$ cat config.mk
export PLATFORM = sky130hd
export DESIGN_NAME = sa_feed_sequencer_flat
export DESIGN_NICKNAME = d
export VERILOG_FILES = /design/src/rtl/sa_pkg.sv /design/src/rtl/sa_feed_sequencer_if.sv /design/src/rtl/sa_sel_decode.sv /design/src/rtl/sa_feed_sequencer.sv /design/src/flat_wrapper.sv
export SDC_FILE = /design/constraint.sdc
export NUM_CORES = 1
export LEC_CHECK = 0
export BUFFER_PORTS_ARGS = -buffer_cell sky130_fd_sc_hd__buf_2
export CORE_MARGIN = 10
export CORE_UTILIZATION = 55
export CTS_CLUSTER_SIZE = 25
export DETAILED_ROUTE_END_ITERATION = 10
export PLACE_DENSITY = 0.78
export SLEW_MARGIN = 20
export SYNTH_ARGS = -nofsm -noshare
export SYNTH_HDL_FRONTEND = slang
export SYNTH_HIERARCHICAL = 1
export SYNTH_SLANG_ARGS = --single-unit
$ cat constraint.sdc
create_clock -name clk -period 3.95 [get_ports clk]
set_clock_uncertainty 0.15 [all_clocks]
set_input_delay 0 -clock clk [delete_from_list [all_inputs] [get_ports clk]]
set_output_delay 0 -clock clk [all_outputs]
set_load 0.1 [all_outputs]
$ cat src/rtl/sa_pkg.sv
// Shared definitions for the systolic-array operand feed sequencer and its datapath.
package sa_pkg;

    localparam int SA_DIM      = 3;
    localparam int SA_FEED_LEN = SA_DIM * SA_DIM;

    typedef enum logic [1:0] {
        ST_IDLE   = 2'd0,
        ST_FEED   = 2'd1,
        ST_DRAIN  = 2'd2,
        ST_RESULT = 2'd3
    } sa_state_e;

    // Skewed operand-mux schedule indexed by feed beat; beats 9..15 are unused and map to 0.
    // Entry order in the concatenation is 15 down to 0.
    localparam logic [15:0][1:0] SA_SEL_LUT = {
        2'd0, 2'd0, 2'd0, 2'd0, 2'd0, 2'd0, 2'd0,   // 15..9
        2'd2, 2'd2, 2'd1, 2'd2, 2'd1,               // 8..4
        2'd0, 2'd1, 2'd0, 2'd0                      // 3..0
    };

endpackage

$ cat src/rtl/sa_feed_sequencer_if.sv
// Control/handshake bundle between the top-level controller and the feed sequencer.
interface sa_feed_sequencer_if #(
    parameter int OPCNT_W = 8
);
    logic               start;
    logic               src_valid;
    logic               res_ready;
    logic               busy;
    logic               feed_en;
    logic [3:0]         cnt;
    logic [1:0]         sel;
    logic               acc_clr;
    logic               res_valid;
    logic [OPCNT_W-1:0] op_cnt;

    modport master (
        output start, src_valid, res_ready,
        input  busy, feed_en, cnt, sel, acc_clr, res_valid, op_cnt
    );

    modport slave (
        input  start, src_valid, res_ready,
        output busy, feed_en, cnt, sel, acc_clr, res_valid, op_cnt
    );
endinterface

$ cat src/rtl/sa_sel_decode.sv
// Pure combinational feed-beat to operand-mux select map, shared with the datapath.
module sa_sel_decode
    import sa_pkg::*;
(
    input  logic [3:0] cnt_i,
    output logic [1:0] sel_o
);

    assign sel_o = SA_SEL_LUT[cnt_i];

endmodule

$ cat src/rtl/sa_feed_sequencer.sv
// Sequences one 3x3 systolic-array operand feed, pipeline drain and result handshake.
//
//   state     | meaning
//   ----------+-------------------------------------------------------------
//   ST_IDLE   | waiting for start; all outputs quiet
//   ST_FEED   | issuing operand beats 0..FEED_LEN-1, stalling on !src_valid
//   ST_DRAIN  | waiting DRAIN_CYCLES cycles for the PE pipeline to settle
//   ST_RESULT | res_valid held until writeback accepts with res_ready
module sa_feed_sequencer
    import sa_pkg::*;
#(
    parameter int FEED_LEN     = SA_FEED_LEN,
    parameter int DRAIN_CYCLES = 3,
    parameter int OPCNT_W      = 8
) (
    input  logic                 clk,
    input  logic                 rst,
    sa_feed_sequencer_if.slave   bus
);

    localparam int         DW       = (DRAIN_CYCLES > 1) ? $clog2(DRAIN_CYCLES) : 1;
    localparam logic [3:0] LAST_CNT = 4'(FEED_LEN - 1);

    sa_state_e          state_q, state_d;
    logic [3:0]         cnt_q, cnt_d;
    logic [DW-1:0]      drain_q, drain_d;
    logic [OPCNT_W-1:0] op_cnt_q, op_cnt_d;
    logic               feed_en;
    logic [1:0]         sel;

    // State and counter registers with synchronous reset.
    always_ff @(posedge clk) begin
        if (rst) begin
            state_q  <= ST_IDLE;
            cnt_q    <= '0;
            drain_q  <= '0;
            op_cnt_q <= '0;
        end else begin
            state_q  <= state_d;
            cnt_q    <= cnt_d;
            drain_q  <= drain_d;
            op_cnt_q <= op_cnt_d;
        end
    end

    // Next-state, counter update and beat-issue decision.
    always_comb begin
        state_d  = state_q;
        cnt_d    = cnt_q;
        drain_d  = drain_q;
        op_cnt_d = op_cnt_q;
        feed_en  = 1'b0;
        unique case (state_q)
            ST_IDLE: begin
                if (bus.start) begin
                    state_d = ST_FEED;
                    cnt_d   = '0;
                end
            end
            ST_FEED: begin
                feed_en = bus.src_valid;
                if (feed_en) begin
                    if (cnt_q == LAST_CNT) begin
                        state_d = ST_DRAIN;
                        cnt_d   = '0;
                        drain_d = DW'(DRAIN_CYCLES - 1);
                    end else begin
                        cnt_d = cnt_q + 4'd1;
                    end
                end
            end
            ST_DRAIN: begin
                if (drain_q == '0) begin
                    state_d = ST_RESULT;
                end else begin
                    drain_d = drain_q - DW'(1);
                end
            end
            ST_RESULT: begin
                if (bus.res_ready) begin
                    state_d  = ST_IDLE;
                    op_cnt_d = op_cnt_q + OPCNT_W'(1);
                end
            end
            default: state_d = ST_IDLE;
        endcase
    end

    sa_sel_decode u_sel_decode (
        .cnt_i (cnt_q),
        .sel_o (sel)
    );

    assign bus.busy      = (state_q != ST_IDLE);
    assign bus.feed_en   = feed_en;
    assign bus.cnt       = cnt_q;
    assign bus.sel       = sel;
    // cnt is 0 only on the first beat of an operation, so this fires once even across stalls.
    assign bus.acc_clr   = feed_en && (cnt_q == 4'd0);
    assign bus.res_valid = (state_q == ST_RESULT);
    assign bus.op_cnt    = op_cnt_q;

endmodule

$ cat src/flat_wrapper.sv
// flat-port wrapper written by rule: the top's interface ports become plain ports
module sa_feed_sequencer_flat import sa_pkg::*;
#(
    parameter int FEED_LEN     = SA_FEED_LEN,
    parameter int DRAIN_CYCLES = 3,
    parameter int OPCNT_W      = 8
)
  (clk, rst, bus_start, bus_src_valid, bus_res_ready, bus_busy, bus_feed_en, bus_cnt, bus_sel, bus_acc_clr, bus_res_valid, bus_op_cnt);
  sa_feed_sequencer_if #(.OPCNT_W(OPCNT_W)) bus_i ();
  input  logic clk;
  input  logic rst;
  input wire logic [$bits(bus_i.start)-1:0] bus_start;
  input wire logic [$bits(bus_i.src_valid)-1:0] bus_src_valid;
  input wire logic [$bits(bus_i.res_ready)-1:0] bus_res_ready;
  output wire logic [$bits(bus_i.busy)-1:0] bus_busy;
  output wire logic [$bits(bus_i.feed_en)-1:0] bus_feed_en;
  output wire logic [$bits(bus_i.cnt)-1:0] bus_cnt;
  output wire logic [$bits(bus_i.sel)-1:0] bus_sel;
  output wire logic [$bits(bus_i.acc_clr)-1:0] bus_acc_clr;
  output wire logic [$bits(bus_i.res_valid)-1:0] bus_res_valid;
  output wire logic [$bits(bus_i.op_cnt)-1:0] bus_op_cnt;
  assign bus_i.start = bus_start;
  assign bus_i.src_valid = bus_src_valid;
  assign bus_i.res_ready = bus_res_ready;
  assign bus_busy = bus_i.busy;
  assign bus_feed_en = bus_i.feed_en;
  assign bus_cnt = bus_i.cnt;
  assign bus_sel = bus_i.sel;
  assign bus_acc_clr = bus_i.acc_clr;
  assign bus_res_valid = bus_i.res_valid;
  assign bus_op_cnt = bus_i.op_cnt;
  sa_feed_sequencer #(.FEED_LEN(FEED_LEN), .DRAIN_CYCLES(DRAIN_CYCLES), .OPCNT_W(OPCNT_W)) u_core (.clk(clk), .rst(rst), .bus(bus_i));
endmodule
==> results of run 1 <==
-- report_power, final --
group          internal, mW  switching [mW]
Sequential            0.178          0.0171
Clock                0.0561          0.0524
Combinational        0.0934           0.255
-- worst min-delay path by stage --
stage	endpoint	cells after the start
2_1_floorplan	u_core/bus.op_cnt[1]	2
3_3_place_gp	u_core/bus.op_cnt[1]	3
3_5_place_dp	u_core/bus.cnt[1]	3
4_1_cts	u_core/bus.cnt[3]	4
5_1_grt	u_core/bus.cnt[3]	4
6_report	u_core/bus.cnt[3]	4
-- layer usage --
layer	up-vias	wire length (microns)	track usage, %
met5	-	0	0
met4	0	13	3.18
met3	2	162	4.94
met2	29	1080	20.5
met1	427	1020	15.7
li1	461	-	-
-- worst min-delay path, stage by stage --
cell,delay [ns]
sky130_fd_sc_hd__buf_2,0.11
sky130_fd_sc_hd__nor2b_1,0.14
sky130_fd_sc_hd__or4_1,0.13
sky130_fd_sc_hd__a21oi_1,0.06
-- cell usage after synthesis, types with 2 or more instances --
cell,count
sky130_fd_sc_hd__inv_1,11
sky130_fd_sc_hd__a21oi_1,8
sky130_fd_sc_hd__nand4_1,2
sky130_fd_sc_hd__dfxtp_1,16
sky130_fd_sc_hd__nand2_1,8
sky130_fd_sc_hd__nor2_1,9
sky130_fd_sc_hd__nor3_1,4
sky130_fd_sc_hd__xnor2_1,3
sky130_fd_sc_hd__o41ai_1,2
sky130_fd_sc_hd__and3_1,4
sky130_fd_sc_hd__nand2b_1,3
sky130_fd_sc_hd__xor2_1,3
sky130_fd_sc_hd__o21ai_0,6
sky130_fd_sc_hd__ha_1,10
sky130_fd_sc_hd__nand3_1,6
-- stage by stage --
step	area [sq um]	worst slack [ns]	utilization [%]	hold slack, ns	total power [mW]
after global routing	1160	1.73	73.5	0.105	0.695
final	1160	1.82	73.5	0.0486	0.653
after detailed placement	1070	2.14	68.0	0.191	0.537
after floorplan	950	0.150	-	0.0101	0.476
after global placement	1070	2.20	68.0	0.165	0.528
after CTS	1160	1.83	73.5	0.0247	0.650
-- timing repair --
action / 4_1_cts / 5_1_grt
hold buffers: 5 / 0
setup buffers: 0 / 0
endpoints found under the hold margin: 13 / 0
-- final cells by class --
| class | instances | share of cell area, % |
|---|---|---|
| sequential | 16 | 27.6 |
| timing repair buffer | 27 | 13.8 |
| clock buffer | 4 | 3.13 |
| tap | 16 | 1.73 |
| multi-input combinational | 86 | 50.1 |
| inverter | 11 | 3.56 |
-- kinds of logic after synthesis --
group	Yosys count
xor+xnor	6
compound gates	21
flops	16
buf+inv	13
simple gates	48
fa+ha+maj	10
mux	1
-- placed cells by master (no fill, tap or decap), drive strengths merged, types with 2 or more instances in the layout --
| master | instances |
|---|---|
| nand4 | 2 |
| xnor2 | 3 |
| xor2 | 3 |
| nand3 | 6 |
| buf | 22 |
| nor3 | 5 |
| inv | 11 |
| dlygate4sd3 | 5 |
| and3 | 4 |
| a21oi | 8 |
| clkbuf | 4 |
| nand2b | 3 |
| dfxtp | 16 |
| nor2 | 9 |
| ha | 10 |
| o41ai | 2 |
| o21ai | 6 |
| nand2 | 8 |
-- flip-flops by register name, indices dropped and copies added, names as in the netlist --
| signal | flops |
|---|---|
| u_core/bus.cnt | 4 |
| u_core/bus.op_cnt | 8 |
| u_core/drain_q | 2 |
| u_core/state_q | 2 |
==> flow_summary.json, run 1 <==
{
  "outcome": "finished, final reports clean",
  "cts_inserted_buffers": 3,
  "timing.critical_path.slowest_stage_cell": "sky130_fd_sc_hd__dlygate4sd3_1",
  "setup_total_negative_slack_ns": 0,
  "grt_setup_unrepaired": "no",
  "cts_buffer_depth": 2,
  "timing.critical_path.buf_inv": 2,
  "max-cap-violations": 0,
  "post_synth_main_area_contributors": "sky130_fd_sc_hd__dfxtp_1, sky130_fd_sc_hd__ha_1, sky130_fd_sc_hd__inv_1, sky130_fd_sc_hd__a21oi_1, sky130_fd_sc_hd__nor2_1",
  "xor_xnor_share_of_the_synthesized_area_pct": 5.53,
  "final.period_utilization_pct": 53.9,
  "path_delay_family": "buffers and inverters",
  "antennaDiodeCount": 0,
  "post_drt_via_cell_ratio": 5.74,
  "regToRegStartpoint": "u_core/state_q[1]",
  "clock_insertion_delay_worst_skew_ns": 0.29,
  "last_element_of_the_critical_path": "u_core/bus.cnt[1]",
  "final-max-slew-violation-count": 0,
  "route.detailed.wl_per_inst_microns": 14.2,
  "syn-num-nets": 130,
  "fill_cells": 124,
  "routed_wirelength_microns": 2280,
  "floorplan.die.width_microns": 61.6,
  "placement_rows": 14,
  "synth_async_sr_flop_share_pct": 0,
  "ff2ff_path_depth": 7,
  "r2r_slack_ns": 1.82,
  "final-hold-violation-count": 0,
  "multi_input_comb_area_sq_um": 581,
  "detail_route.iter0.violations": 19,
  "vias": 919,
  "ys_warn_count": 6,
  "setup-violations-final": 0,
  "place_hpwl_microns": 1680,
  "regToRegEndpoint": "u_core/bus.cnt[1]",
  "areal_power_density_over_the_cells_nw_per_um2": 563,
  "design.portCount": 23,
  "layout-area-overhead-vs-synth_pct": 22.0,
  "cts_tree": "built",
  "drt.antenna.violating_nets": 0,
  "finish.net_count": 160,
  "initial_utilization_pct": 60.2,
  "cp-start-kind": "flop",
  "path_depth": 7,
  "timing.critical_path.from": "u_core/state_q[1]",
  "end_kind": "flop",
  "top_fanout_value_on_the_critical_path": 5,
  "number_of_enable_flip_flop_cells_after_synthesis": 0,
  "synth_compound_area_share_pct": 13.6,
  "grt_max_degree": 18,
  "vias_in_the_first_global_route": 865,
  "max-slew-margin-rel_pct": 67.2,
  "port_buffers": 22,
  "floorplan.die.height_microns": 61.6,
  "dieArea_sq_um": 3790,
  "worstPathArrival_ns": 2.22,
  "synth_top_flop_cell": "sky130_fd_sc_hd__dfxtp_1",
  "worst-slew-pin-transition_ns": 0.496,
  "groute.usage.overall_pct": 12.8,
  "critical_path.max_stage_delay_ns": 0.55,
  "worstPathCellList": "inv_1 > ha_1 > mux2_2 > nand2_1 > nand2_1 > a21oi_1 > dlygate4sd3_1",
  "cp.required_ns": 4.04,
  "grt_pass1_wl_microns": 3780,
  "timing.final.crit_period_ns": 2.13,
  "cts_max_level": 1,
  "gp_routability_congestion": 0.848,
  "synth_adder_area_share_pct": 13.2,
  "synth_area_sq_um": 950,
  "synth_top_cell_by_area": "sky130_fd_sc_hd__dfxtp_1",
  "layout.area.seq_sq_um": 320,
  "hold_path_class": "input pin to flop",
  "irDropWorstVdd_v": 0.000592,
  "yosys-mux-area-fraction_pct": 1.19,
  "seq_area_frac_synth_pct": 33.7,
  "layout-drive-gt1-share_pct": 20.1,
  "final_cell_count_no_fill": 160,
  "setup.worst_path.class": "flop to flop",
  "post_syn_instances": 115,
  "post_synth_num_cell_types": 35,
  "dominant_combinational_cell_family_by_area_after_synthesis": "simple AND/OR/NAND/NOR gates",
  "synth-seq-cells": 16,
  "postSynthAreaPerCell_sq_um": 8.26,
  "cts.sink_count": 16,
  "worst_hold_startpoint": "bus_start",
  "critical-path-top-cell-by-count": "sky130_fd_sc_hd__nand2_1",
  "detail_route.first_pass.iterations": 4,
  "synth_top_area_share_pct": 33.7,
  "design.core.area_sq_um": 1580,
  "fmax_ghz": 0.470,
  "clkSlewWorstSetupHoldPaths_ns": 0.10,
  "grt.overflow.total": 0,
  "placed_cells_incl_taps": 151,
  "antenna_found_initial": 0,
  "synthSimpleGateAreaFrac_pct": 27.7,
  "root_buffer": "sky130_fd_sc_hd__clkbuf_4",
  "detail_route.drc_violations": 0,
  "power.static_leakage_nw": 0.540,
  "post_cts_resize_count": 0
}
Note: power is estimated with default switching activity, not from simulation.
==> run 2, diff against run 1 <==
--- a/config.mk
+++ b/config.mk
@@ -5,12 +5,13 @@
 export SDC_FILE = /design/constraint.sdc
 export NUM_CORES = 1
 export LEC_CHECK = 0
+export ABC_AREA = 1
 export BUFFER_PORTS_ARGS = -buffer_cell sky130_fd_sc_hd__buf_2
 export CORE_MARGIN = 10
-export CORE_UTILIZATION = 55
+export CORE_UTILIZATION = 47
 export CTS_CLUSTER_SIZE = 25
 export DETAILED_ROUTE_END_ITERATION = 10
-export PLACE_DENSITY = 0.78
+export PLACE_DENSITY = 0.7
 export SLEW_MARGIN = 20
 export SYNTH_ARGS = -nofsm -noshare
 export SYNTH_HDL_FRONTEND = slang
==> constraint.sdc (replaced) <==
create_clock -name clk -period 1.85 [get_ports clk]
set_clock_uncertainty 0.15 [all_clocks]
set_input_delay 0 -clock clk [delete_from_list [all_inputs] [get_ports clk]]
set_output_delay 0 -clock clk [all_outputs]
set_load 0.1 [all_outputs]
==> flow_summary.json, run 2 <==
{
  "synth-seq-cells": 16,
  "flip_flop_count_of_the_largest_register_after_layout": 8,
  "fmax_ghz": 0.578,
  "path_depth": 5,
  "detail_route.drc_violations": 0,
  "vias": 1022,
  "placement_rows": 16,
  "detail_route.iter0.violations": 36,
  "final_common_cell": "sky130_fd_sc_hd__nand2_1",
  "gp_routability_congestion": 0.795,
  "switching_power_mw": 0.928,
  "timing.critical_path.slowest_stage_cell": "sky130_fd_sc_hd__buf_2",
  "outcome": "finished, final reports clean",
  "vias_in_the_first_global_route": 988,
  "max-cap-violations": 0,
  "worstPathArrival_ns": 1.58,
  "cts.sink_count": 16,
  "instance_count_along_the_most_critical_hold_path": 6,
  "mostFrequentLayoutCells": "sky130_fd_sc_hd__nand2_1, sky130_fd_sc_hd__nor2_1, sky130_fd_sc_hd__inv_1, sky130_fd_sc_hd__buf_2, sky130_fd_sc_hd__nand3_1",
  "worst-slew-pin-transition_ns": 0.491,
  "worstPathCellList": "inv_1 > ha_1 > nand2_1 > nor2_2 > buf_2",
  "cp.required_ns": 1.70,
  "port_buffers": 22,
  "finish.net_count": 204,
  "ff2ff_path_depth": 8,
  "grt_setup_unrepaired": "no",
  "areal_power_density_over_the_cells_nw_per_um2": 1390,
  "grt_pass1_wl_microns": 3890,
  "power.static_leakage_nw": 0.673,
  "regToRegStartpoint": "u_core/state_q[1]",
  "path_delay_family": "buffers and inverters",
  "power.share.clock_pct": 13.5,
  "worst_hold_startpoint": "bus_start",
  "routed_wirelength_microns": 2240,
  "floorplan.die.height_microns": 66.5,
  "clock_insertion_delay_worst_skew_ns": 0.28,
  "final-max-slew-violation-count": 0,
  "layout-drive-gt1-share_pct": 23.9,
  "setup.worst_path.class": "flop to output pin",
  "synth_top_flop_cell": "sky130_fd_sc_hd__dfxtp_1",
  "antenna_found_initial": 0,
  "post-cts-setup-buffers": 0,
  "cts_tree": "built",
  "cts_max_level": 1,
  "timing.critical_path.from": "u_core/state_q[1]",
  "grt_max_degree": 14,
  "design.portCount": 23,
  "grt.overflow.total": 0,
  "top_fanout_value_on_the_critical_path": 4,
  "final-hold-violation-count": 0,
  "sw_frac_of_total_pct": 54.3,
  "post_synth_num_cell_types": 18,
  "dieArea_sq_um": 4420,
  "synth_async_sr_flop_share_pct": 0,
  "postSynthAreaPerCell_sq_um": 6.32,
  "detail_route.first_pass.iterations": 4,
  "post_syn_instances": 161,
  "r2r_slack_ns": 0.18,
  "cts_buffer_depth": 2,
  "place_hpwl_microns": 1800,
  "share_seq_of_total_power_pct": 26.8,
  "synth_top_cell_by_area": "sky130_fd_sc_hd__dfxtp_1",
  "antennaDiodeCount": 0,
  "cts_inserted_buffers": 3,
  "irDropWorstVdd_v": 0.000854,
  "floorplan.die.width_microns": 66.5,
  "ys_warn_count": 6,
  "root_buffer": "sky130_fd_sc_hd__clkbuf_4",
  "end_kind": "output pin",
  "final.period_utilization_pct": 93.5,
  "p_int_mw": 0.780,
  "post_synth_main_area_contributors": "sky130_fd_sc_hd__dfxtp_1, sky130_fd_sc_hd__nand2_1, sky130_fd_sc_hd__ha_1, sky130_fd_sc_hd__nor2_1, sky130_fd_sc_hd__inv_1",
  "synth_top_area_share_pct": 31.5,
  "hold_path_class": "input pin to flop",
  "number_of_enable_flip_flop_cells_after_synthesis": 0,
  "layout-area-overhead-vs-synth_pct": 20.9,
  "route.detailed.wl_per_inst_microns": 10.4,
  "post_drt_via_cell_ratio": 4.75,
  "critical_path.max_stage_delay_ns": 0.43,
  "initial_utilization_pct": 50.8,
  "most_common_cell_in_the_synthesized_netlist": "sky130_fd_sc_hd__nand2_1",
  "cp-start-kind": "flop",
  "synth_area_sq_um": 1020,
  "seq_area_frac_synth_pct": 31.5,
  "clkSlewWorstSetupHoldPaths_ns": 0.09,
  "design.core.area_sq_um": 2000,
  "setup-violations-final": 0,
  "syn-num-nets": 176,
  "timing.critical_path.buf_inv": 2,
  "setup_total_negative_slack_ns": 0,
  "drt.antenna.violating_nets": 0,
  "groute.usage.overall_pct": 10.8,
  "holdWs_ns": 0.0381,
  "timing.final.crit_period_ns": 1.73,
  "comb_power_share_pct": 59.7,
  "yosys-top-cells-count": "sky130_fd_sc_hd__nand2_1, sky130_fd_sc_hd__nor2_1, sky130_fd_sc_hd__inv_1",
  "max-slew-margin-rel_pct": 67.5
}
[run 2: layer usage]
layer,GRT usage (%),wire (microns)
met5,0,0
met3,3.01,114
met1,11.3,980
met4,6.54,14
met2,18.7,1130
[run 2: stage by stage]
| stage | cells | power (mW) | util [%] | cell area, sq um | setup WS [ns] |
|---|---|---|---|---|---|
| final | 215 | 1.71 | 61.4 | 1230 | 0.120 |
| after global routing | 215 | 1.84 | 61.4 | 1230 | 0.0380 |
| after CTS | 215 | 1.73 | 61.4 | 1230 | 0.105 |
| after detailed placement | 209 | 1.48 | 58.6 | 1170 | 0.207 |
| after global placement | 209 | 1.45 | 58.6 | 1170 | 0.297 |
| after floorplan | 161 | 1.32 | - | 1040 | 0.0190 |
[run 2: worst paths after layout]
check,end
setup / recovery,bus_acc_clr
hold / removal,u_core/bus.cnt[3]
setup reg to reg,u_core/bus.cnt[2]
hold reg to reg,u_core/bus.op_cnt[3]
[run 2: worst register-to-register path, stage by stage, from the launching register on]
cell and delay (ns):
sky130_fd_sc_hd__dfxtp_1 0.39, sky130_fd_sc_hd__inv_1 0.11, sky130_fd_sc_hd__ha_1 0.27, sky130_fd_sc_hd__o21ai_2 0.28, sky130_fd_sc_hd__nand2_2 0.10, sky130_fd_sc_hd__inv_2 0.08, sky130_fd_sc_hd__nand2_1 0.06, sky130_fd_sc_hd__nand2_2 0.08
sky130_fd_sc_hd__nor2_1 0.06
[run 2: what timing repair did]
item                       4_1_cts  5_1_grt
setup endpoints to repair        0        0
hold endpoints to repair         6        0
gates resized for setup          0        0
hold buffers                     2        0
[run 2: cell families after synthesis]
group	share of synthesized area (%)
DFF	31.5
adders and majority gates	12.3
AOI/OAI and AO/OA	6.15
buffers and inverters	11.8
and+or+nand+nor	38.3
[run 2: area by class of cell]
class / count / area [sq um]
timing repair buffer: 24 / 130
sequential: 16 / 328
multi-input combinational: 114 / 589
tap: 27 / 33.8
clock buffer: 4 / 36.3
inverter: 30 / 113
fill: 217 / 772
[run 2: power groups by stage]
stage / combinational, mW / clock [mW] / sequential, mW
2_1_floorplan: 0.742 / 0 / 0.578
3_3_place_gp: 0.987 / 0 / 0.462
3_5_place_dp: 1.02 / 0 / 0.467
4_1_cts: 1.02 / 0.246 / 0.458
5_1_grt: 1.11 / 0.257 / 0.468
6_report: 1.02 / 0.230 / 0.458
